--- config.mk ---
export PLATFORM = sky130hd
export DESIGN_NAME = fir_tap_sequencer
export DESIGN_NICKNAME = d
export VERILOG_FILES = /design/src/rtl/fir_tap_sequencer.sv
export SDC_FILE = /design/constraint.sdc
export NUM_CORES = 1
export LEC_CHECK = 0
export CORE_MARGIN = 3
export CORE_UTILIZATION = 41
export DETAILED_ROUTE_END_ITERATION = 10
export GPL_ROUTABILITY_DRIVEN = 0
export PLACE_DENSITY = 0.74
export SYNTH_ARGS = -nofsm -noshare
export SYNTH_HDL_FRONTEND = slang
export SYNTH_SLANG_ARGS = --single-unit
--- constraint.sdc ---
create_clock -name clk -period 12.2 [get_ports clk]
set_input_delay 1.22 -clock clk [delete_from_list [all_inputs] [get_ports clk]]
set_output_delay 1.22 -clock clk [all_outputs]
set_load 0.1 [all_outputs]
--- src/rtl/fir_tap_sequencer.sv ---
// Schedules the shared FIR MAC datapath and single-port coefficient RAM per PCM sample,
// and slots CPU coefficient writes into idle gaps of that schedule.
module fir_tap_sequencer #(
    parameter int NUM_FILTERS = 4,
    parameter int COEF_AW     = 10,
    parameter int SAMP_AW     = 8,
    localparam int FW         = (NUM_FILTERS > 1) ? $clog2(NUM_FILTERS) : 1
) (
    input  logic               clk,
    input  logic               reset,
    input  logic               audio_en,
    input  logic               coef_rst,
    input  logic [7:0]         taps_per_filter,
    input  logic               coef_wr_en,
    input  logic [15:0]        coef_wr_data,
    input  logic               l_data_valid,
    input  logic               r_data_valid,
    output logic [COEF_AW-1:0] coef_addr,
    output logic               coef_we,
    output logic [15:0]        coef_wdata,
    output logic               samp_we,
    output logic               samp_wr_ch,
    output logic [SAMP_AW-1:0] samp_wr_addr,
    output logic               samp_rd_ch,
    output logic [SAMP_AW-1:0] samp_rd_addr,
    output logic               mac_clr,
    output logic               mac_en,
    output logic               mac_last,
    output logic [FW-1:0]      mac_filter,
    output logic               out_valid_l,
    output logic               out_valid_r,
    output logic               busy,
    output logic               wr_addr_zero,
    output logic               overrun
);

    // state | meaning
    // IDLE  | arbitrate: pending coef write first, then L job, then R job
    // CWR   | issue one buffered coefficient write
    // RUN   | one filter tap per cycle for the latched channel
    // DONE  | pulse out_valid for the finished channel
    typedef enum logic [1:0] {IDLE, CWR, RUN, DONE} state_t;

    state_t             state;
    logic [SAMP_AW-1:0] wptr_l, wptr_r, base;
    logic               pend_l, pend_r, r_hold, cw_pend, run_ch;
    logic [15:0]        cw_buf;
    logic [COEF_AW-1:0] cwptr, caddr;
    logic [7:0]         t_cnt, taps_run, taps_eff;
    logic [FW-1:0]      f_cnt;
    logic [15:0]        cw_last;
    logic               go_cwr, go_run, clr_l, clr_r, l_ovr, r_ovr;

    assign taps_eff     = (taps_per_filter == 8'd0) ? 8'd1 : taps_per_filter;
    assign cw_last      = 16'(NUM_FILTERS) * 16'(taps_eff) - 16'd1;
    assign go_cwr       = (state == IDLE) && cw_pend && !coef_rst;
    assign go_run       = (state == IDLE) && !go_cwr && audio_en && (pend_l || pend_r);
    assign clr_l        = go_run && pend_l;
    assign clr_r        = go_run && !pend_l;
    assign l_ovr        = l_data_valid && (pend_l || (state == RUN && !run_ch));
    assign r_ovr        = r_data_valid && (pend_r || (state == RUN && run_ch));
    assign busy         = (state != IDLE);
    assign wr_addr_zero = (cwptr == '0);

    // Simultaneous L/R strobes: L goes out first, R waits one cycle in r_hold.
    always_ff @(posedge clk or posedge reset) begin
        if (reset) begin
            samp_we      <= 1'b0;
            samp_wr_ch   <= 1'b0;
            samp_wr_addr <= '0;
            wptr_l       <= '0;
            wptr_r       <= '0;
            r_hold       <= 1'b0;
        end else begin
            samp_we <= 1'b0;
            if (l_data_valid) begin
                samp_we      <= 1'b1;
                samp_wr_ch   <= 1'b0;
                samp_wr_addr <= wptr_l;
                wptr_l       <= wptr_l + 1'b1;
                r_hold       <= r_data_valid || r_hold;
            end else if (r_data_valid || r_hold) begin
                samp_we      <= 1'b1;
                samp_wr_ch   <= 1'b1;
                samp_wr_addr <= wptr_r;
                wptr_r       <= wptr_r + 1'b1;
                r_hold       <= 1'b0;
            end
        end
    end

    always_ff @(posedge clk or posedge reset) begin
        if (reset) begin
            state        <= IDLE;
            pend_l       <= 1'b0;
            pend_r       <= 1'b0;
            overrun      <= 1'b0;
            cw_pend      <= 1'b0;
            cw_buf       <= '0;
            cwptr        <= '0;
            caddr        <= '0;
            run_ch       <= 1'b0;
            base         <= '0;
            taps_run     <= 8'd1;
            t_cnt        <= '0;
            f_cnt        <= '0;
            coef_addr    <= '0;
            coef_we      <= 1'b0;
            coef_wdata   <= '0;
            samp_rd_ch   <= 1'b0;
            samp_rd_addr <= '0;
            mac_clr      <= 1'b0;
            mac_en       <= 1'b0;
            mac_last     <= 1'b0;
            mac_filter   <= '0;
            out_valid_l  <= 1'b0;
            out_valid_r  <= 1'b0;
        end else begin
            mac_en      <= 1'b0;
            mac_clr     <= 1'b0;
            mac_last    <= 1'b0;
            coef_we     <= 1'b0;
            out_valid_l <= 1'b0;
            out_valid_r <= 1'b0;

            // A fresh strobe beats the clear from a job starting in the same cycle.
            pend_l  <= audio_en && (l_data_valid || (pend_l && !clr_l));
            pend_r  <= audio_en && (r_data_valid || (pend_r && !clr_r));
            overrun <= audio_en && (overrun || l_ovr || r_ovr);

            if (coef_rst) begin
                cw_pend <= 1'b0;
                cwptr   <= '0;
            end else if (coef_wr_en) begin
                cw_pend <= 1'b1;
                cw_buf  <= coef_wr_data;
            end else if (state == CWR) begin
                cw_pend <= 1'b0;
            end

            case (state)
                IDLE: begin
                    if (go_cwr) begin
                        state <= CWR;
                    end else if (go_run) begin
                        state    <= RUN;
                        run_ch   <= !pend_l;
                        base     <= (pend_l ? wptr_l : wptr_r) - 1'b1;
                        taps_run <= taps_eff;
                        t_cnt    <= '0;
                        f_cnt    <= '0;
                        caddr    <= '0;
                    end
                end
                CWR: begin
                    state <= IDLE;
                    if (!coef_rst) begin
                        coef_we    <= 1'b1;
                        coef_addr  <= cwptr;
                        coef_wdata <= cw_buf;
                        cwptr      <= (16'(cwptr) >= cw_last) ? '0 : cwptr + 1'b1;
                    end
                end
                RUN: begin
                    if (!audio_en) begin
                        state <= IDLE;
                    end else begin
                        mac_en       <= 1'b1;
                        mac_clr      <= (t_cnt == 8'd0);
                        mac_last     <= (t_cnt == taps_run - 8'd1);
                        mac_filter   <= f_cnt;
                        coef_addr    <= caddr;
                        samp_rd_addr <= base - SAMP_AW'(t_cnt);
                        samp_rd_ch   <= run_ch;
                        caddr        <= caddr + 1'b1;
                        if (t_cnt == taps_run - 8'd1) begin
                            t_cnt <= '0;
                            if (f_cnt == FW'(NUM_FILTERS - 1))
                                state <= DONE;
                            else
                                f_cnt <= f_cnt + 1'b1;
                        end else begin
                            t_cnt <= t_cnt + 8'd1;
                        end
                    end
                end
                DONE: begin
                    state <= IDLE;
                    if (audio_en) begin
                        out_valid_l <= !run_ch;
                        out_valid_r <= run_ch;
                    end
                end
                default: state <= IDLE;
            endcase
        end
    end

endmodule

==> results of run 1 <==
[power breakdown]
group	leakage [uW]	total, uW	switching, uW	internal (uW)
clock	0.000299	555	201	354
sequential	0.00177	700	117	583
combinational	0.00178	977	691	285
total	0.00385	2230	1010	1220
[area by class of cell]
| type | instances | area, um^2 | share of cell area |
|---|---|---|---|
| Clock buffer | 19 | 453 | 0.0525 |
| Inverter | 26 | 103 | 0.0119 |
| Clock inverter | 13 | 191 | 0.0222 |
| Sequential cell | 139 | 3480 | 0.403 |
| Tap cell | 216 | 270 | 0.0313 |
| Multi-Input combinational cell | 467 | 3240 | 0.375 |
| Timing Repair Buffer | 90 | 891 | 0.103 |
[cell families after synthesis]
family | after synthesis | synth area share
XOR/XNOR | 44 | 0.0565
buffers and inverters | 58 | 0.0342
AND/OR/NAND/NOR | 217 | 0.156
multiplexers | 63 | 0.0976
AO/OA/AOI/OAI | 116 | 0.105
flip-flops | 139 | 0.501
adder cells (fa/ha/maj) | 27 | 0.0497
[final timing paths]
| check | from | to | cells after the start |
|---|---|---|---|
| min in group asynchronous | reset | samp_wr_addr[1]$_DFFE_PP0P_ | 2 |
| min reg2reg | run_ch$_DFFE_PP0P_ | out_valid_l$_DFF_PP0_ | 1 |
| min | run_ch$_DFFE_PP0P_ | out_valid_l$_DFF_PP0_ | 1 |
| max reg2reg | state[0]$_DFFE_PP0P_ | mac_clr$_DFF_PP0_ | 5 |
| max | taps_per_filter[4] | cwptr[3]$_DFF_PP0_ | 13 |
| max in group asynchronous | reset | cwptr[8]$_DFF_PP0_ | 3 |
[stage by stage]
stage,instances,instance area (um^2),setup WS [ns],hold WS [ns]
3_3_place_gp,938,7980,7.37,0.464
4_1_cts,970,8620,7.73,0.477
3_5_place_dp,938,7980,7.31,0.466
6_report,970,8620,7.69,0.470
2_1_floorplan,664,6950,7.26,0.445
5_1_grt,970,8620,7.35,0.492
[synthesized netlist by cell type, types with 7 or more instances]
cell type / n
nand2_1: 70
a21oi_1: 22
nor2_1: 52
nor3b_1: 11
mux2_2: 34
clkbuf_1: 25
nand3_1: 9
nor3_1: 10
a31oi_1: 7
o21ai_0: 44
ha_1: 26
dfrtp_1: 138
nor2b_1: 9
and3_1: 12
a21o_1: 10
mux2i_1: 28
xor2_1: 21
xnor2_1: 22
inv_1: 24
nand4_1: 12
or3_1: 7
[routing by layer]
metal	vias to the layer above	wire length (um)
met2	119	6870
met1	2454	7020
met5	-	0
li1	2469	-
met4	0	222
met3	18	823
[registers in the layout, indices dropped and copies added (netlist names), 2 cells and up]
| signal | flops |
|---|---|
| base | 8 |
| caddr | 10 |
| coef_addr | 10 |
| coef_wdata | 16 |
| cw_buf | 16 |
| cwptr | 10 |
| f_cnt | 2 |
| mac_filter | 2 |
| samp_rd_addr | 8 |
| samp_wr_addr | 8 |
| state | 2 |
| t_cnt | 8 |
| taps_run | 8 |
| wptr_l | 8 |
| wptr_r | 8 |
==> flow_summary.json, run 1 <==
{
  "drv_cap": 0,
  "status": "completed",
  "grt.overflow.total": 0,
  "top_usage_layer": "met2",
  "holdBufCountCts": 0,
  "die_h_um": 136,
  "ant_nets": 0,
  "clock_path_buffers": 2,
  "nFillCells": 1435,
  "path_buf_inv": 1,
  "io_pins": 87,
  "postCtsSetupRepairBufs": 0,
  "irDropWorstVdd_v": 0.000169,
  "grt_pass1_vias": 5186,
  "layout.nets": 799,
  "setup_violations": 0,
  "worst_pin_slew_ns": 1.08,
  "num_rows": 46,
  "fin_crit_sh": 0.370,
  "drc": 0,
  "relSlewSlack": 0.279,
  "arrival_ns": 4.82,
  "crit_fanout": 18,
  "dieWidth_um": 136,
  "drt_first_iter_violations": 305,
  "async_flop_share": 1.00,
  "grtUsageMet3": 0.0548,
  "slowest_stage": "a31oi_2",
  "met1_usage": 0.239,
  "layout_commonest_cell": "dfrtp_1",
  "ys_warn_count": 0,
  "core_area_um2": 16200,
  "path_cells": "clkdlybuf4s50_1 > nor4_1 > a31oi_1 > ha_1 > and2_1 > xnor2_1 > ha_1 > o21a_1 > o211ai_1 > a211o_1 > a31oi_2 > o21ai_0 > a21o_1",
  "worstHoldPathType": "reg -> reg",
  "crit_top_cell": "ha_1",
  "area_growth_syn_to_layout_pct": 24.1,
  "ys_seq_area_frac": 0.501,
  "r2r_slack_ns": 9.14,
  "end_kind": "register",
  "yosysTopAreaCell": "dfrtp_1",
  "synth.top_cell.area_share": 0.497,
  "grt_pass1_wl_mm": 25.8,
  "synth_cell_types": 60,
  "synth_area_um2": 6950,
  "slew_violations": 0,
  "rsz0062_at_grt": "false",
  "antenna_found_initial": 0,
  "clockRootBuffer": "clkbuf_16",
  "synth.avg_cell_area_um2": 10.5,
  "die_area_um2": 18600,
  "fin_util": 0.531,
  "start_kind": "input port",
  "power_density_nw_per_um2": 259,
  "htree_levels": 4,
  "fin_crit_ns": 4.51,
  "finalPower_uw": 2230,
  "cts_made_buffers": 17,
  "clk_latency_ns": 0.42,
  "synthTopCellsByArea": "dfrtp_1 (50%), mux2_2 (5.5%), ha_1 (4.7%)",
  "cts_tree": "done",
  "critical-path-top-delay-family": "compound AO/OA/AOI/OAI gates",
  "drive_above_1_share": 0.118,
  "drt_wl_total_mm": 14.9,
  "wl_per_cell_um": 15.4,
  "hold_viol": 0,
  "routed_via_density": 5.22,
  "grt_usage": 0.176,
  "use_met2": 0.273,
  "syn_nets": 722,
  "cts.sinks": 139,
  "critPathKind": "in -> reg",
  "leakagePower_uw": 0.00385,
  "placement.io_buffers": 86,
  "dr.pass1.iters": 5,
  "final_cell_mix": "dfrtp_1 (138), clkdlybuf4s50_1 (86), nand2_1 (70)",
  "synthFlopType": "dfrtp_1",
  "cp.required_ns": 12.51,
  "fin_tns_setup_ns": 0,
  "cts.clk_slew.worst_paths_ns": 0.06,
  "start_util": 0.428,
  "clock_skew_ns": 0.00699,
  "synth_seq_cells": 139,
  "grt_max_degree": 82,
  "cp_slowest_stage_delay_ns": 0.64,
  "synth-edff-count": 0,
  "cts_resized": 0,
  "vias": 5060,
  "dpl.hpwl_mm": 10.4,
  "synth_cells": 664,
  "fmax_mhz": 222,
  "antenna_cells": 0
}
Note: power is estimated with default switching activity, not from simulation.
==> run 2: changes to the inputs <==
--- a/config.mk
+++ b/config.mk
@@ -9,7 +9,7 @@
 export CORE_UTILIZATION = 41
 export DETAILED_ROUTE_END_ITERATION = 10
 export GPL_ROUTABILITY_DRIVEN = 0
-export PLACE_DENSITY = 0.74
+export PLACE_DENSITY = 0.76
 export SYNTH_ARGS = -nofsm -noshare
 export SYNTH_HDL_FRONTEND = slang
 export SYNTH_SLANG_ARGS = --single-unit
==> constraint.sdc (replaced) <==
create_clock -name clk -period 3.7 [get_ports clk]
set_input_delay 0.37 -clock clk [delete_from_list [all_inputs] [get_ports clk]]
set_output_delay 0.37 -clock clk [all_outputs]
set_load 0.1 [all_outputs]
==> flow_summary.json, run 2 (synthesis gave the netlist of run 1 again) <==
{
  "holdWs_ns": 0.392,
  "grt_usage": 0.176,
  "status": "completed",
  "grt.overflow.total": 0,
  "place_ws_ns": 0.195,
  "drive_above_1_share": 0.135,
  "vias": 5115,
  "cts.sinks": 139,
  "cp_slowest_stage_delay_ns": 0.48,
  "dr.pass1.iters": 6,
  "critPathKind": "in -> reg",
  "routed_via_density": 5.20,
  "antenna_cells": 0,
  "finalWorstSetupSlack_ns": 0.522,
  "cts_made_buffers": 17,
  "layout.nets": 813,
  "htree_levels": 4,
  "clockRootBuffer": "clkbuf_16",
  "seqPwrFrac": 0.312,
  "grt_pass1_vias": 5138,
  "cts_tree": "done",
  "p_clk_frac": 0.249,
  "net-switching-power_uw": 3340,
  "fmax_mhz": 315,
  "drv_cap": 0,
  "slowest_stage": "clkdlybuf4s50_1",
  "drt_first_iter_violations": 233,
  "slew_violations": 0,
  "start_util": 0.428,
  "layout_commonest_cell": "dfrtp_1",
  "ant_nets": 0,
  "end_kind": "register",
  "final_cell_mix": "dfrtp_1 (138), clkdlybuf4s50_1 (85), nand2_1 (70)",
  "clock_skew_ns": 0.00980,
  "core_area_um2": 16200,
  "relSlewSlack": 0.318,
  "dieWidth_um": 136,
  "grt_max_degree": 45,
  "cts_resized": 0,
  "path_buf_inv": 3,
  "largestRegisters": "coef_wdata: 16 flops, cw_buf: 16 flops",
  "combinationalPowerShare": 0.439,
  "worst_pin_slew_ns": 1.02,
  "worstHoldPathType": "in -> async",
  "critical-path-top-delay-family": "compound AO/OA/AOI/OAI gates",
  "wl_per_cell_um": 15.5,
  "clock_path_buffers": 2,
  "clk_latency_ns": 0.43,
  "switching_share": 0.452,
  "rsz0062_at_grt": "false",
  "antenna_found_initial": 0,
  "fin_crit_sh": 0.859,
  "io_pins": 87,
  "grt_pass1_wl_mm": 25.7,
  "fin_crit_ns": 3.18,
  "cts.clk_slew.worst_paths_ns": 0.06,
  "internal_power_uw": 4050,
  "power_density_nw_per_um2": 847,
  "die_h_um": 136,
  "num_rows": 46,
  "drc": 0,
  "drt_wl_total_mm": 15.2,
  "leakagePower_uw": 0.00393,
  "area_growth_syn_to_layout_pct": 25.5,
  "fin_tns_setup_ns": 0,
  "irDropWorstVdd_v": 0.000746,
  "cp.required_ns": 4.06,
  "crit_fanout": 18,
  "postCtsSetupRepairBufs": 0,
  "arrival_ns": 3.54,
  "nFillCells": 1434,
  "start_kind": "input port",
  "die_area_um2": 18600,
  "path_cells": "clkdlybuf4s50_1 > nor4_1 > buf_4 > a31oi_1 > ha_1 > and2_1 > xnor2_1 > ha_1 > a2111oi_0 > a211o_1 > a31oi_2 > buf_4 > nor3b_1 > a21o_1",
  "hold_viol": 0,
  "holdBufCountCts": 0,
  "placement.io_buffers": 86,
  "setup_violations": 0,
  "dpl.hpwl_mm": 10.6
}
run 2: final timing paths:
| path | start | cells after the start | slack (ns) | end |
|---|---|---|---|---|
| worst max register to register | pend_l$_DFF_PP0_ | 8 | 1.32 | caddr[7]$_DFFE_PP0P_ |
| max in group asynchronous | reset | 3 | 2.34 | mac_last$_DFF_PP0_ |
| worst min-delay path | reset | 2 | 0.39 | samp_we$_DFF_PP0_ |
| worst max-delay path | taps_per_filter[4] | 14 | 0.52 | cwptr[6]$_DFF_PP0_ |
| min in group clk | samp_rd_addr[2]$_DFFE_PP0P_ | 2 | 0.48 | samp_rd_addr[2]$_DFFE_PP0P_ |
| worst min register to register | samp_rd_addr[2]$_DFFE_PP0P_ | 2 | 0.48 | samp_rd_addr[2]$_DFFE_PP0P_ |
run 2: area by class of cell:
class	instances	area, um^2	area share
clock buffer	20	457	0.0523
clock inverter	12	183	0.0209
inverter	26	101	0.0116
multi-input combinational	467	3240	0.372
sequential	139	3480	0.399
tap	216	270	0.0310
timing repair buffer	104	993	0.114
run 2: through the flow:
stage | cells | total power [uW] | utilization | instance area [um^2]
2_1_floorplan | 664 | 4810 | - | 6960
3_3_place_gp | 952 | 5530 | 0.498 | 8090
3_5_place_dp | 952 | 5570 | 0.498 | 8090
4_1_cts | 984 | 7450 | 0.538 | 8730
5_1_grt | 984 | 7780 | 0.538 | 8730
6_report | 984 | 7390 | 0.538 | 8730
run 2: metal layers:
layer	part of all wire	GRT usage
met3	0.055	0.0577
met1	0.46	0.233
met5	0	0
met2	0.47	0.276
met4	0.017	0.0571
run 2: power by group through the flow:
stage | clock network, uW | registers (uW) | logic, uW
floorplan | 0 | 3700 | 1110
global placement | 0 | 2310 | 3220
detailed placement | 0 | 2320 | 3250
CTS | 1870 | 2310 | 3270
global route | 1950 | 2370 | 3460
finish | 1840 | 2300 | 3250
==> run 3: changes to the inputs <==
--- a/config.mk
+++ b/config.mk
@@ -13,3 +13,4 @@
 export SYNTH_ARGS = -nofsm -noshare
 export SYNTH_HDL_FRONTEND = slang
 export SYNTH_SLANG_ARGS = --single-unit
+export TNS_END_PERCENT = 30
==> flow_summary.json, run 3 (synthesis gave the netlist of run 1 again) <==
{
  "status": "completed",
  "power_density_nw_per_um2": 844,
  "net-switching-power_uw": 3380,
  "holdPathStages": 2,
  "slew_violations": 0,
  "switching_share": 0.461,
  "clockRootBuffer": "clkbuf_16",
  "clock_path_buffers": 2,
  "dr.pass1.iters": 4,
  "start_kind": "input port",
  "clk_latency_ns": 0.42,
  "fin_util": 0.535,
  "num_rows": 46,
  "cts_resized": 0,
  "die_h_um": 136,
  "dpl.hpwl_mm": 10.6,
  "setup_violations": 0,
  "vias": 5098,
  "clock_skew_ns": 0.00683,
  "holdBufCountCts": 0,
  "reg2regPathDepth": 8,
  "layout_commonest_cell": "dfrtp_1",
  "drt_wl_total_mm": 15.1,
  "drt_first_iter_violations": 226,
  "die_area_um2": 18600,
  "grt_pass1_vias": 5140,
  "crit_end": "cwptr[3]$_DFF_PP0_",
  "final_cell_mix": "dfrtp_1 (138), clkdlybuf4s50_1 (85), nand2_1 (70)",
  "routed_via_density": 5.20,
  "wl_per_cell_um": 15.4,
  "irDropWorstVdd_v": 0.000610,
  "cts_tree": "done",
  "grt_max_degree": 47,
  "relSlewSlack": 0.313,
  "cts.clk_slew.worst_paths_ns": 0.06,
  "critPathKind": "in -> reg",
  "crit-reg2reg-launch": "pend_l$_DFF_PP0_",
  "worst_pin_slew_ns": 1.03,
  "ant_nets": 0,
  "hold_viol": 0,
  "seqPwrFrac": 0.316,
  "dp_cells": 949,
  "dieWidth_um": 136,
  "final_cells": 981,
  "start_util": 0.428,
  "end_kind": "register",
  "grt.overflow.total": 0,
  "placement.io_buffers": 86,
  "combinationalPowerShare": 0.443,
  "crit_fanout": 18,
  "p_clk_frac": 0.241,
  "drive_above_1_share": 0.132,
  "fmax_mhz": 318,
  "area_growth_syn_to_layout_pct": 24.9,
  "cp.required_ns": 4.02,
  "largestRegisters": "coef_wdata: 16 flops, cw_buf: 16 flops",
  "io_pins": 87,
  "grt_pass1_wl_mm": 25.4,
  "internal_power_uw": 3950,
  "drv_cap": 0,
  "startpoint": "taps_per_filter[4]",
  "grt_usage": 0.173,
  "antenna_cells": 0,
  "fin_crit_sh": 0.850,
  "layout.nets": 810,
  "leakagePower_uw": 0.00391,
  "arrival_ns": 3.46,
  "drc": 0,
  "rsz0062_at_grt": "false",
  "cts_made_buffers": 17,
  "antenna_found_initial": 0,
  "cts.sinks": 139,
  "r2r_slack_ns": 1.31,
  "fin_crit_ns": 3.14,
  "htree_levels": 4,
  "postCtsSetupRepairBufs": 0,
  "worstHoldPathType": "reg -> reg",
  "core_area_um2": 16200,
  "regToRegEndpoint": "caddr[9]$_DFFE_PP0P_"
}
## run 3: cell count changes in the layout (fill, tap and decap cells not counted)
cell / previous run / this run
clkinvlp_4: 1 / 2
nor4_2: 1 / 0
clkbuf_8: 2 / 0
buf_12: 0 / 1
clkinv_4: 1 / 2
clkbuf_1: 1 / 0
buf_4: 19 / 15
bufinv_16: 4 / 3
nor4_1: 4 / 5
inv_8: 0 / 1
clkinv_2: 2 / 3
## run 3: cell type report
| class | instances | area (um^2) |
|---|---|---|
| Fill cell | 1445 | 7550 |
| Clock inverter | 15 | 185 |
| Multi-Input combinational cell | 467 | 3240 |
| Sequential cell | 139 | 3480 |
| Timing Repair Buffer | 101 | 983 |
| Tap cell | 216 | 270 |
| Clock buffer | 17 | 425 |
| Inverter | 26 | 101 |
## run 3: metal layers
layer  vias to the layer above  share of wire  GRT usage  wire [um]
li1                       2490              -          -          -
met4                         0          0.018     0.0515        266
met2                       100           0.47      0.275       7110
met5                         -              0          0          0
met1                      2489           0.46      0.226       6980
met3                        19          0.047     0.0581        714
## run 3: per-stage QoR
| step | hold WS (ns) | TNS, ns | cell area [um^2] | worst slack [ns] | total power (uW) |
|---|---|---|---|---|---|
| floorplan | 0.436 | -0.265 | 6960 | -0.265 | 4810 |
| global placement | 0.466 | 0 | 8070 | 0.241 | 5530 |
| detailed placement | 0.471 | 0 | 8070 | 0.139 | 5580 |
| CTS | 0.485 | 0 | 8680 | 0.565 | 7390 |
| global route | 0.509 | 0 | 8680 | 0.387 | 7700 |
| finish | 0.478 | 0 | 8680 | 0.557 | 7320 |
## run 3: critical path: stages
cell	delay, ns
clkdlybuf4s50_1	0.52
nor4_1	0.39
a31oi_1	0.19
ha_1	0.25
and2_1	0.17
xnor2_1	0.14
ha_1	0.28
o21a_1	0.10
o211ai_1	0.07
a211o_1	0.24
a31oi_2	0.16
buf_4	0.23
o21ai_0	0.13
a21o_1	0.21
## run 3: how the worst min path moves through the flow
stage / slack [ns] / end / startpoint
floorplan: 0.44 / cw_pend$_DFFE_PP0P_ / coef_rst
global placement: 0.47 / samp_rd_addr[5]$_DFFE_PP0P_ / samp_rd_addr[5]$_DFFE_PP0P_
detailed placement: 0.47 / samp_rd_addr[4]$_DFFE_PP0P_ / samp_rd_addr[4]$_DFFE_PP0P_
CTS: 0.48 / samp_rd_addr[4]$_DFFE_PP0P_ / samp_rd_addr[4]$_DFFE_PP0P_
global route: 0.51 / samp_rd_addr[4]$_DFFE_PP0P_ / samp_rd_addr[4]$_DFFE_PP0P_
finish: 0.48 / samp_rd_addr[1]$_DFFE_PP0P_ / samp_rd_addr[1]$_DFFE_PP0P_
## run 3: power by group through the flow
stage               Clock, uW  Sequential [uW]  Combinational [uW]
floorplan                   0             3700                1110
global route             1880             2370                3450
CTS                      1800             2310                3270
finish                   1770             2310                3250
detailed placement          0             2330                3250
global placement            0             2320                3210
